## src/rtl/post_state_serial_nd.sv

```systemverilog
// post_state_serial_nd
//   Serial Kalman posterior-state update: x_post = x_prior + K*(z_meas - z_hat)
//   for an NX-state / NZ-measurement filter in signed Q(N-FRAC).FRAC.
//   A single multiplier is shared across all K[i][j]*e[j] products.
//   Inputs are snapshotted when a start is accepted. The result is published
//   atomically with a one-cycle done pulse.
//
// Ports
//   clk      rising-edge clock
//   rst_n    asynchronous active-low reset (aborts a run, no done)
//   start    run request, sampled only while idle (including the done cycle)
//   x_prior  NX words, element i at [i*N +: N]
//   z_meas   NZ words, element j at [j*N +: N]
//   z_hat    NZ words, element j at [j*N +: N]
//   k_flat   NX*NZ words, K[i][j] at [(i*NZ+j)*N +: N]
//   busy     high from the accepted start up to (not including) the done cycle
//   done     one-cycle pulse, x_post valid
//   x_post   posterior state, same packing as x_prior
//   ovf      innovation or output went out of N-bit range in the last run
module post_state_serial_nd #(
  parameter int N    = 20,
  parameter int FRAC = 10,
  parameter int NX   = 2,
  parameter int NZ   = 2,
  parameter int SAT  = 1,
  parameter int RND  = 1
) (
  input  logic                 clk,
  input  logic                 rst_n,
  input  logic                 start,
  input  logic [NX*N-1:0]      x_prior,
  input  logic [NZ*N-1:0]      z_meas,
  input  logic [NZ*N-1:0]      z_hat,
  input  logic [NX*NZ*N-1:0]   k_flat,
  output logic                 busy,
  output logic                 done,
  output logic [NX*N-1:0]      x_post,
  output logic                 ovf
);

  // Accumulator holds x<<<FRAC plus NZ full-width products without overflow.
  localparam int AW  = 2*N + $clog2(NZ) + 1;
  localparam int IW  = (NX > 1) ? $clog2(NX) : 1;
  localparam int JW  = (NZ > 1) ? $clog2(NZ) : 1;
  localparam int KW  = (NX*NZ > 1) ? $clog2(NX*NZ) : 1;
  localparam int HSH = (FRAC > 0) ? FRAC - 1 : 0;

  localparam logic [IW-1:0] I_LAST = IW'(NX - 1);
  localparam logic [JW-1:0] J_LAST = JW'(NZ - 1);

  localparam logic signed [AW-1:0] ONE  = 1;
  localparam logic signed [AW-1:0] MAXV = (ONE <<< (N-1)) - ONE;
  localparam logic signed [AW-1:0] MINV = -(ONE <<< (N-1));
  localparam logic signed [AW-1:0] HALF = (RND != 0 && FRAC > 0) ? (ONE <<< HSH) : '0;

  typedef enum logic [2:0] {S_IDLE, S_INNOV, S_MAC, S_WB, S_DONE} state_t;

  state_t          state;
  logic [IW-1:0]   i_cnt;
  logic [JW-1:0]   j_cnt;
  logic [KW-1:0]   k_idx;

  logic signed [N-1:0]  xp_q   [NX];
  logic signed [N-1:0]  zm_q   [NZ];
  logic signed [N-1:0]  zh_q   [NZ];
  logic signed [N-1:0]  k_q    [NX*NZ];
  logic signed [N-1:0]  e_q    [NZ];
  logic signed [N-1:0]  shadow [NX];
  logic signed [AW-1:0] acc;

  logic signed [AW-1:0]  innov_w;
  logic signed [2*N-1:0] prod_w;
  logic signed [AW-1:0]  rnd_w;
  logic [IW-1:0]         i_nxt;

  function automatic logic out_of_range(input logic signed [AW-1:0] v);
    return (v > MAXV) || (v < MINV);
  endfunction

  // Clamp to N bits when SAT=1, otherwise keep the low N bits (wrap).
  function automatic logic signed [N-1:0] clamp_n(input logic signed [AW-1:0] v);
    if (SAT != 0 && v > MAXV) return MAXV[N-1:0];
    if (SAT != 0 && v < MINV) return MINV[N-1:0];
    return v[N-1:0];
  endfunction

  // Round half up (or floor when RND=0) while dropping FRAC fractional bits.
  function automatic logic signed [AW-1:0] round_shift(input logic signed [AW-1:0] v);
    return (v + HALF) >>> FRAC;
  endfunction

  assign innov_w = AW'(zm_q[j_cnt]) - AW'(zh_q[j_cnt]);
  assign prod_w  = k_q[k_idx] * e_q[j_cnt];
  assign rnd_w   = round_shift(acc);
  assign i_nxt   = i_cnt + 1'b1;

  // Control path: sequencing, handshake, flags and the published result.
  always_ff @(posedge clk or negedge rst_n) begin
    if (!rst_n) begin
      state  <= S_IDLE;
      i_cnt  <= '0;
      j_cnt  <= '0;
      k_idx  <= '0;
      busy   <= 1'b0;
      done   <= 1'b0;
      ovf    <= 1'b0;
      x_post <= '0;
    end else begin
      done <= 1'b0;
      case (state)
        S_IDLE: begin
          if (start) begin
            state <= S_INNOV;
            busy  <= 1'b1;
            ovf   <= 1'b0;
            i_cnt <= '0;
            j_cnt <= '0;
            k_idx <= '0;
          end
        end
        S_INNOV: begin
          if (out_of_range(innov_w)) ovf <= 1'b1;
          if (j_cnt == J_LAST) begin
            j_cnt <= '0;
            state <= S_MAC;
          end else begin
            j_cnt <= j_cnt + 1'b1;
          end
        end
        S_MAC: begin
          k_idx <= k_idx + 1'b1;
          if (j_cnt == J_LAST) begin
            j_cnt <= '0;
            state <= S_WB;
          end else begin
            j_cnt <= j_cnt + 1'b1;
          end
        end
        S_WB: begin
          if (out_of_range(rnd_w)) ovf <= 1'b1;
          if (i_cnt == I_LAST) begin
            state <= S_DONE;
          end else begin
            i_cnt <= i_nxt;
            state <= S_MAC;
          end
        end
        S_DONE: begin
          for (int g = 0; g < NX; g++) x_post[g*N +: N] <= shadow[g];
          done  <= 1'b1;
          busy  <= 1'b0;
          state <= S_IDLE;
        end
        default: state <= S_IDLE;
      endcase
    end
  end

  // Data path: snapshot, innovation, multiply-accumulate and row write-back.
  // The accumulator is preloaded with x_prior_i<<<FRAC on entry to each row.
  always_ff @(posedge clk) begin
    case (state)
      S_IDLE: begin
        if (start) begin
          for (int g = 0; g < NX; g++) xp_q[g] <= x_prior[g*N +: N];
          for (int g = 0; g < NZ; g++) begin
            zm_q[g] <= z_meas[g*N +: N];
            zh_q[g] <= z_hat[g*N +: N];
          end
          for (int g = 0; g < NX*NZ; g++) k_q[g] <= k_flat[g*N +: N];
        end
      end
      S_INNOV: begin
        e_q[j_cnt] <= clamp_n(innov_w);
        if (j_cnt == J_LAST) acc <= AW'(xp_q[0]) <<< FRAC;
      end
      S_MAC: acc <= acc + AW'(prod_w);
      S_WB: begin
        shadow[i_cnt] <= clamp_n(rnd_w);
        acc           <= AW'(xp_q[i_nxt]) <<< FRAC;
      end
      default: ;
    endcase
  end

endmodule

```

## config.mk

```make
export PLATFORM = sky130hd
export DESIGN_NAME = post_state_serial_nd
export DESIGN_NICKNAME = d
export VERILOG_FILES = /design/src/rtl/post_state_serial_nd.sv
export SDC_FILE = /design/constraint.sdc
export NUM_CORES = 2
export LEC_CHECK = 0
export BUFFER_PORTS_ARGS = -buffer_cell sky130_fd_sc_hd__buf_2
export CORE_ASPECT_RATIO = 0.5
export CORE_UTILIZATION = 63
export DETAILED_ROUTE_END_ITERATION = 7
export PLACE_DENSITY = 0.86
export SETUP_SLACK_MARGIN = 0.05
export SYNTH_ARGS = -nofsm -noshare
export SYNTH_HDL_FRONTEND = slang
export SYNTH_SLANG_ARGS = --single-unit
```

## constraint.sdc

```tcl
create_clock -name clk -period 11.6 [get_ports clk]
set_input_delay 1.74 -clock clk [delete_from_list [all_inputs] [get_ports clk]]
set_output_delay 1.74 -clock clk [all_outputs]
set_load 0.02 [all_outputs]
```

### Yosys cells after proc, flatten, opt, wreduce, memory -nomap -nowiden

Memory sizes are Yosys's and may differ from the RTL's. A register that Yosys moved wholly into a read port is not among the register bits.
Cells that the tools add are included.

* register bits after elaboration: 52
* RAM bits: 280
* input port bits: 203
* logic and storage cells: 100
* memories kept: 6

Memories
* k_q: depth 4, bits a word 20, rd ports 1, clocked after Yosys merged registers in 0, wr ports 4, RTL line 66 `logic signed [N-1:0] k_q [NX*NZ];`
* e_q: depth 2, bits a word 20, rd ports 1, clocked after Yosys merged registers in 0, wr ports 1, RTL line 67 `logic signed [N-1:0] e_q [NZ];`
* shadow: depth 2, bits a word 20, rd ports 2, clocked after Yosys merged registers in 2, wr ports 1, RTL line 68 `logic signed [N-1:0] shadow [NX];`
* xp_q: depth 2, bits a word 20, rd ports 2, clocked after Yosys merged registers in 0, wr ports 2, RTL line 63 `logic signed [N-1:0] xp_q [NX];`
* zh_q: depth 2, bits a word 20, rd ports 1, clocked after Yosys merged registers in 0, wr ports 2, RTL line 65 `logic signed [N-1:0] zh_q [NZ];`
* zm_q: depth 2, bits a word 20, rd ports 1, clocked after Yosys merged registers in 0, wr ports 2, RTL line 64 `logic signed [N-1:0] zm_q [NZ];`

* add/sub/neg operators: 6
* $mul: 1
* magnitude comparators: 4
* equal/unequal tests: 9
* multiplexer cells: 47
* reduce and logical (&&, ||, !) cells: 19

Operator list (number)
* $mux W20: 10
* $pmux W42 S3: 1
* $add A42 B11 Y42 const B: 1
* $add A42 B40 Y42: 1
* $mux W42: 1
* $mul A20 B20 Y40: 1
* $gt A32 B20 Y1 const B: 1
* $lt A32 B20 Y1 const B: 1
* $mux W1: 24
* $gt A21 B20 Y1 const B: 1
* $lt A21 B20 Y1 const B: 1
* $sub A20 B20 Y21: 1
* $mux W3: 4
* $pmux W3 S4: 1
* $ne A2 B2 Y1 const B: 5
* $reduce_and A2 Y1: 5
* $reduce_bool A2 Y1: 4
* $eq A3 B2 Y1 const B: 2
* $pmux W1 S2: 3
* $reduce_bool A3 Y1: 2
* $pmux W2 S2: 1
* $reduce_and A4 Y1: 1
* $eq A3 B1 Y1 const B: 1
* $eq A3 B3 Y1 const B: 1
* 9 further kinds: 12

### Longest topological paths before layout

An unclocked memory read counts as a cell.

* depth in word-level cells: 10
* depth in mapped cells: 32
* depth with buffers taken out: 28

### Worst setup path before layout

Ideal clock, no wire load.

* path kind: reg2reg
* start: reg j_cnt
* end: reg acc[29] (data pin)
* setup time: 0.138 ns
* arrival time: 8.587 ns
* slack: 2.875 ns
* stages on the path, launching flop included: 28
* path buffers: 3
* cell sequence: dfrtp_1 > clkbuf_1 > clkbuf_1 > mux2_2 > clkbuf_1 > nand2_1 > inv_1 > fa_1 > fa_1 > inv_1 > fa_1 > inv_1 > fa_1 > fa_1 > fa_1 > inv_1 > fa_1 > inv_1 > ha_1 > nand3_1 > or3_1 > nor2_1 > o2bb2ai_1 > nor4_1 > o31ai_1 > a21oi_1 > or4b_2 > nand4_1

* longest elaborated chain between the ends: 4

Ends and longest elaborated chain
* from (decl): RTL line 60 `logic [JW-1:0] j_cnt;`
* from (signal assigned): RTL line 127 `j_cnt <= j_cnt + 1'b1;`
* from (signal assigned): RTL line 136 `j_cnt <= j_cnt + 1'b1;`
* $mem_v2 Z2 W20
* $mul A20 B20 Y40: RTL line 93 `assign prod_w = k_q[k_idx] * e_q[j_cnt];`
* $add A42 B40 Y42: RTL line 177 `S_MAC: acc <= acc + AW'(prod_w);`
* $pmux W42 S3: RTL line 162 `case (state)`
* to (signal assigned): RTL line 175 `if (j_cnt == J_LAST) acc <= AW'(xp_q[0]) <<< FRAC;`
* to (signal assigned): RTL line 177
* to (signal assigned): RTL line 180 `acc <= AW'(xp_q[i_nxt]) <<< FRAC;`
* to (decl): RTL line 69 `logic signed [AW-1:0] acc;`

No other way between the ends.
A chain may end at the register's enable or synchronous reset.

### Worst setup path after layout

* start: reg k_idx[1]
* end: reg acc[29] (data pin)

* longest elaborated chain between the ends: 4

Ends and longest elaborated chain
* from (decl): RTL line 61 `logic [KW-1:0] k_idx;`
* from (signal assigned): RTL line 131 `k_idx <= k_idx + 1'b1;`
* $mem_v2 Z4 W20
* $mul A20 B20 Y40: RTL line 93
* $add A42 B40 Y42: RTL line 177
* $pmux W42 S3: RTL line 162

No other way between the ends.

==> impl_metrics.py <==
metrics = {
    "outcome": {
        "status": "finished with violations",
        "violations": "capacitance limit, slew limit",
    },
    "grt": {
        "antenna_found_initial": 5,
        "overflow": 0,
        "gr-usage-all-layers": 0.3249,
        "grt_max_degree": 114,
        "grt_pass1_wl_um": 129400,
        "grt_pass1_vias": 23327,
    },
    "yosys": {
        "yosysTopAreaCell": "fa_1",
        "synth_common_cells": "inv_1 (687), fa_1 (486), edfxtp_1 (322), nand2_1 (284), nor2_1 (204)",
        "synthTopCellsByArea": "fa_1 (30%), edfxtp_1 (29%), inv_1 (7.8%), ha_1 (5.8%), dfrtp_1 (3.8%)",
        "ys_types": 78,
        "ys_async_sr_fraction": 0.1344,
        "syn_area_per_cell_sq_um": 10.94,
        "ys_ff_latch": 372,
        "synth_most_common_cell": "inv_1",
        "ys_warn_count": 0,
        "ys_seq_area_frac": 0.3315,
        "syn_area_sq_mm": 0.03294,
        "synth_ff_type": "edfxtp_1",
        "synth_top_area_share": 0.2953,
        "synth_nets": 3854,
        "syn_inst": 3012,
        "synth_edf_count": 322,
    },
    "finish": {
        "area_delta_synth_final_pct": 9.454,
        "utilization": 0.7078,
        "nNetsFinal": 4058,
        "nFillCells": 3466,
        "finalInstanceArea_sq_mm": 0.03606,
        "final_layout_size_suffix_gt1_frac": 0.1422,
    },
    "placed_design": {
        "io_buffers": 245,
        "dp_hpwl_um": 66440,
        "place_area_sq_mm": 0.03484,
        "gp_congestion": 1.017,
    },
    "worst_setup_path": {
        "reg2reg_depth": 23,
        "reg2reg_to": "acc[29]",
        "cp.required_ns": 11.99,
        "path_class": "register to register",
        "arrival_ns": 9.88,
        "cp_max_fo": 37,
        "end_kind": "register",
        "crit_path_start_kind": "register",
        "startpoint": "k_idx[1]",
        "crit_end": "acc[29]",
        "worstReg2RegStart": "k_idx[1]",
        "rrSetupSlack_ns": 2.11,
    },
    "worst_hold_path": {
        "hold_path_class": "register to register",
    },
    "sta": {
        "max_freq_mhz": 105.4,
        "drv_slew": 7,
        "fin_crit_ns": 9.487,
        "slew_headroom": -0.04782,
        "fin_setup_tns_ns": 0,
        "tightest_slew_ns": 1.528,
        "hold_violations": 0,
        "period_share": 0.8179,
        "rsz0062_at_grt": "false",
        "holdWs_ns": 0.4759,
        "setup_violations": 0,
        "skew_ns": 0.04054,
    },
    "routing": {
        "drtIter0Drc": 2550,
        "via_per_inst": 5.752,
        "drcViolationCount": 0,
        "drtPass1Iterations": 8,
        "post_drt_wl_per_cell_um": 21.63,
        "vias": 22664,
        "routed_wl_um": 85240,
        "antenna_left": 0,
    },
    "cts": {
        "cts_resized": 0,
        "postCtsHoldBufs": 0,
        "cts_made_buffers": 36,
        "clock-root-buffer": "clkbuf_16",
        "tritoncts": "built",
        "postCtsSetupBuffers": 0,
        "h-tree-depth": 2,
        "clk_pin_slew_worst_paths_ns": 0.07,
        "clk_latency_ns": 0.57,
        "cts_buffer_depth": 3,
        "cts_num_sinks": 372,
    },
    "die": {
        "rows": 58,
        "die_h_um": 163.7,
        "ios": 246,
        "die_area_sq_mm": 0.05326,
        "start_util": 0.6466,
        "die_w_um": 325.4,
        "fp.coreArea_sq_mm": 0.05094,
    },
    "run": {
        "drv_cap": 1,
    },
}
-- critical path, cell delays in order, from the launching register on --
cell and delay (ns):
dfrtp_2 0.99, mux2_2 0.43, o21ai_1 0.86, nor2_1 0.21, fa_1 0.60, inv_1 0.07
fa_1 0.50, fa_1 0.55, inv_1 0.07, fa_1 0.54, fa_1 0.53, fa_1 0.54
inv_1 0.05, fa_1 0.53, inv_1 0.04, ha_1 0.39, nand3_1 0.09, or3_1 0.34
o2bb2ai_1 0.41, nor4_1 0.13, o31ai_1 0.51, a21oi_1 0.18, or4b_2 0.65, nand4_1 0.10
-- layout make-up --
class / instances / area [sq um] / area share
clock inverters: 24 / 220.2 / 0.006107
multi-input cells: 1852 / 19070 / 0.5288
repair buffers: 267 / 1391 / 0.03859
inverters: 687 / 2586 / 0.07173
clock buffers: 41 / 983.4 / 0.02727
flip-flops and latches: 372 / 10930 / 0.3030
well taps: 690 / 863.3 / 0.02394
diodes: 7 / 17.52 / 0.0004858
-- layer usage --
layer	part of all wire	routed length, um	track usage
met2	0.44	37490	0.4930
met5	0.0036	310	0
met1	0.38	32760	0.4285
met4	0.035	3003	0.1033
met3	0.14	11670	0.1349
-- sequential cells by signal, indices dropped and copies added (netlist names) --
name and cells:
acc 42, busy 1, done 1, e_q 40, i_cnt 1, j_cnt 1, k_idx 2, k_q 80
ovf 1, shadow 40, state 3, x_post 40, xp_q 40, zh_q 40, zm_q 40
-- worst min-delay path by stage --
| stage | startpoint | endpoint | slack (ns) | cells past startpoint |
|---|---|---|---|---|
| 6_report | shadow[1][15] | x_post[35] | 0.48 | 1 |
| 5_1_grt | shadow[0][7] | x_post[7] | 0.49 | 1 |
| 4_1_cts | shadow[1][15] | x_post[35] | 0.48 | 1 |
| 3_5_place_dp | shadow[1][15] | x_post[35] | 0.46 | 1 |
| 3_3_place_gp | shadow[0][18] | x_post[18] | 0.46 | 1 |
| 2_1_floorplan | shadow[1][9] | x_post[29] | 0.45 | 1 |
-- kinds of logic (layout without fill, tap and decap cells) --
group	Yosys count	count (layout)	synth area share
xor+xnor	82	82	0.02180
other cells	0	7	0
fa+ha+maj	640	640	0.3538
mux	151	151	0.05135
compound gates	293	293	0.05712
buf+inv	788	1019	0.09020
simple gates	686	686	0.09427
flops	372	372	0.3315
-- per-stage QoR --
stage	std cells	setup slack (ns)
after floorplan	3012	2.875
final	3940	2.113
after CTS	3933	2.207
after detailed placement	3868	2.208
after global routing	3937	1.658
after global placement	3868	2.439
-- cells in the final DEF, fill, tap and decap left out, drive strengths merged, types with 7 or more instances in the layout --
master / netlist / layout
fa: 486 / 486
nand4: 11 / 11
ha: 153 / 153
a21o: 21 / 21
o22ai: 13 / 13
buf: 8 / 267
or3: 8 / 8
o21a: 26 / 26
nor2b: 19 / 19
nand3: 28 / 28
nand2b: 14 / 14
o21bai: 9 / 9
and3: 9 / 9
nor2: 206 / 206
mux2: 94 / 94
clkbuf: 93 / 41
nor4: 10 / 10
inv: 687 / 693
xnor2: 60 / 60
clkinv: 0 / 11
nor3: 15 / 15
mux2i: 52 / 52
o21ai: 90 / 90
xor2: 22 / 22
a31oi: 12 / 12
dfrtp: 50 / 50
nand2: 285 / 285
edfxtp: 322 / 322
a21oi: 65 / 65
o31ai: 11 / 11
and2: 51 / 51
diode: 0 / 7
Power is not shown: default switching activity piles up to over one toggle a cycle in this logic, so the estimate is an artifact.
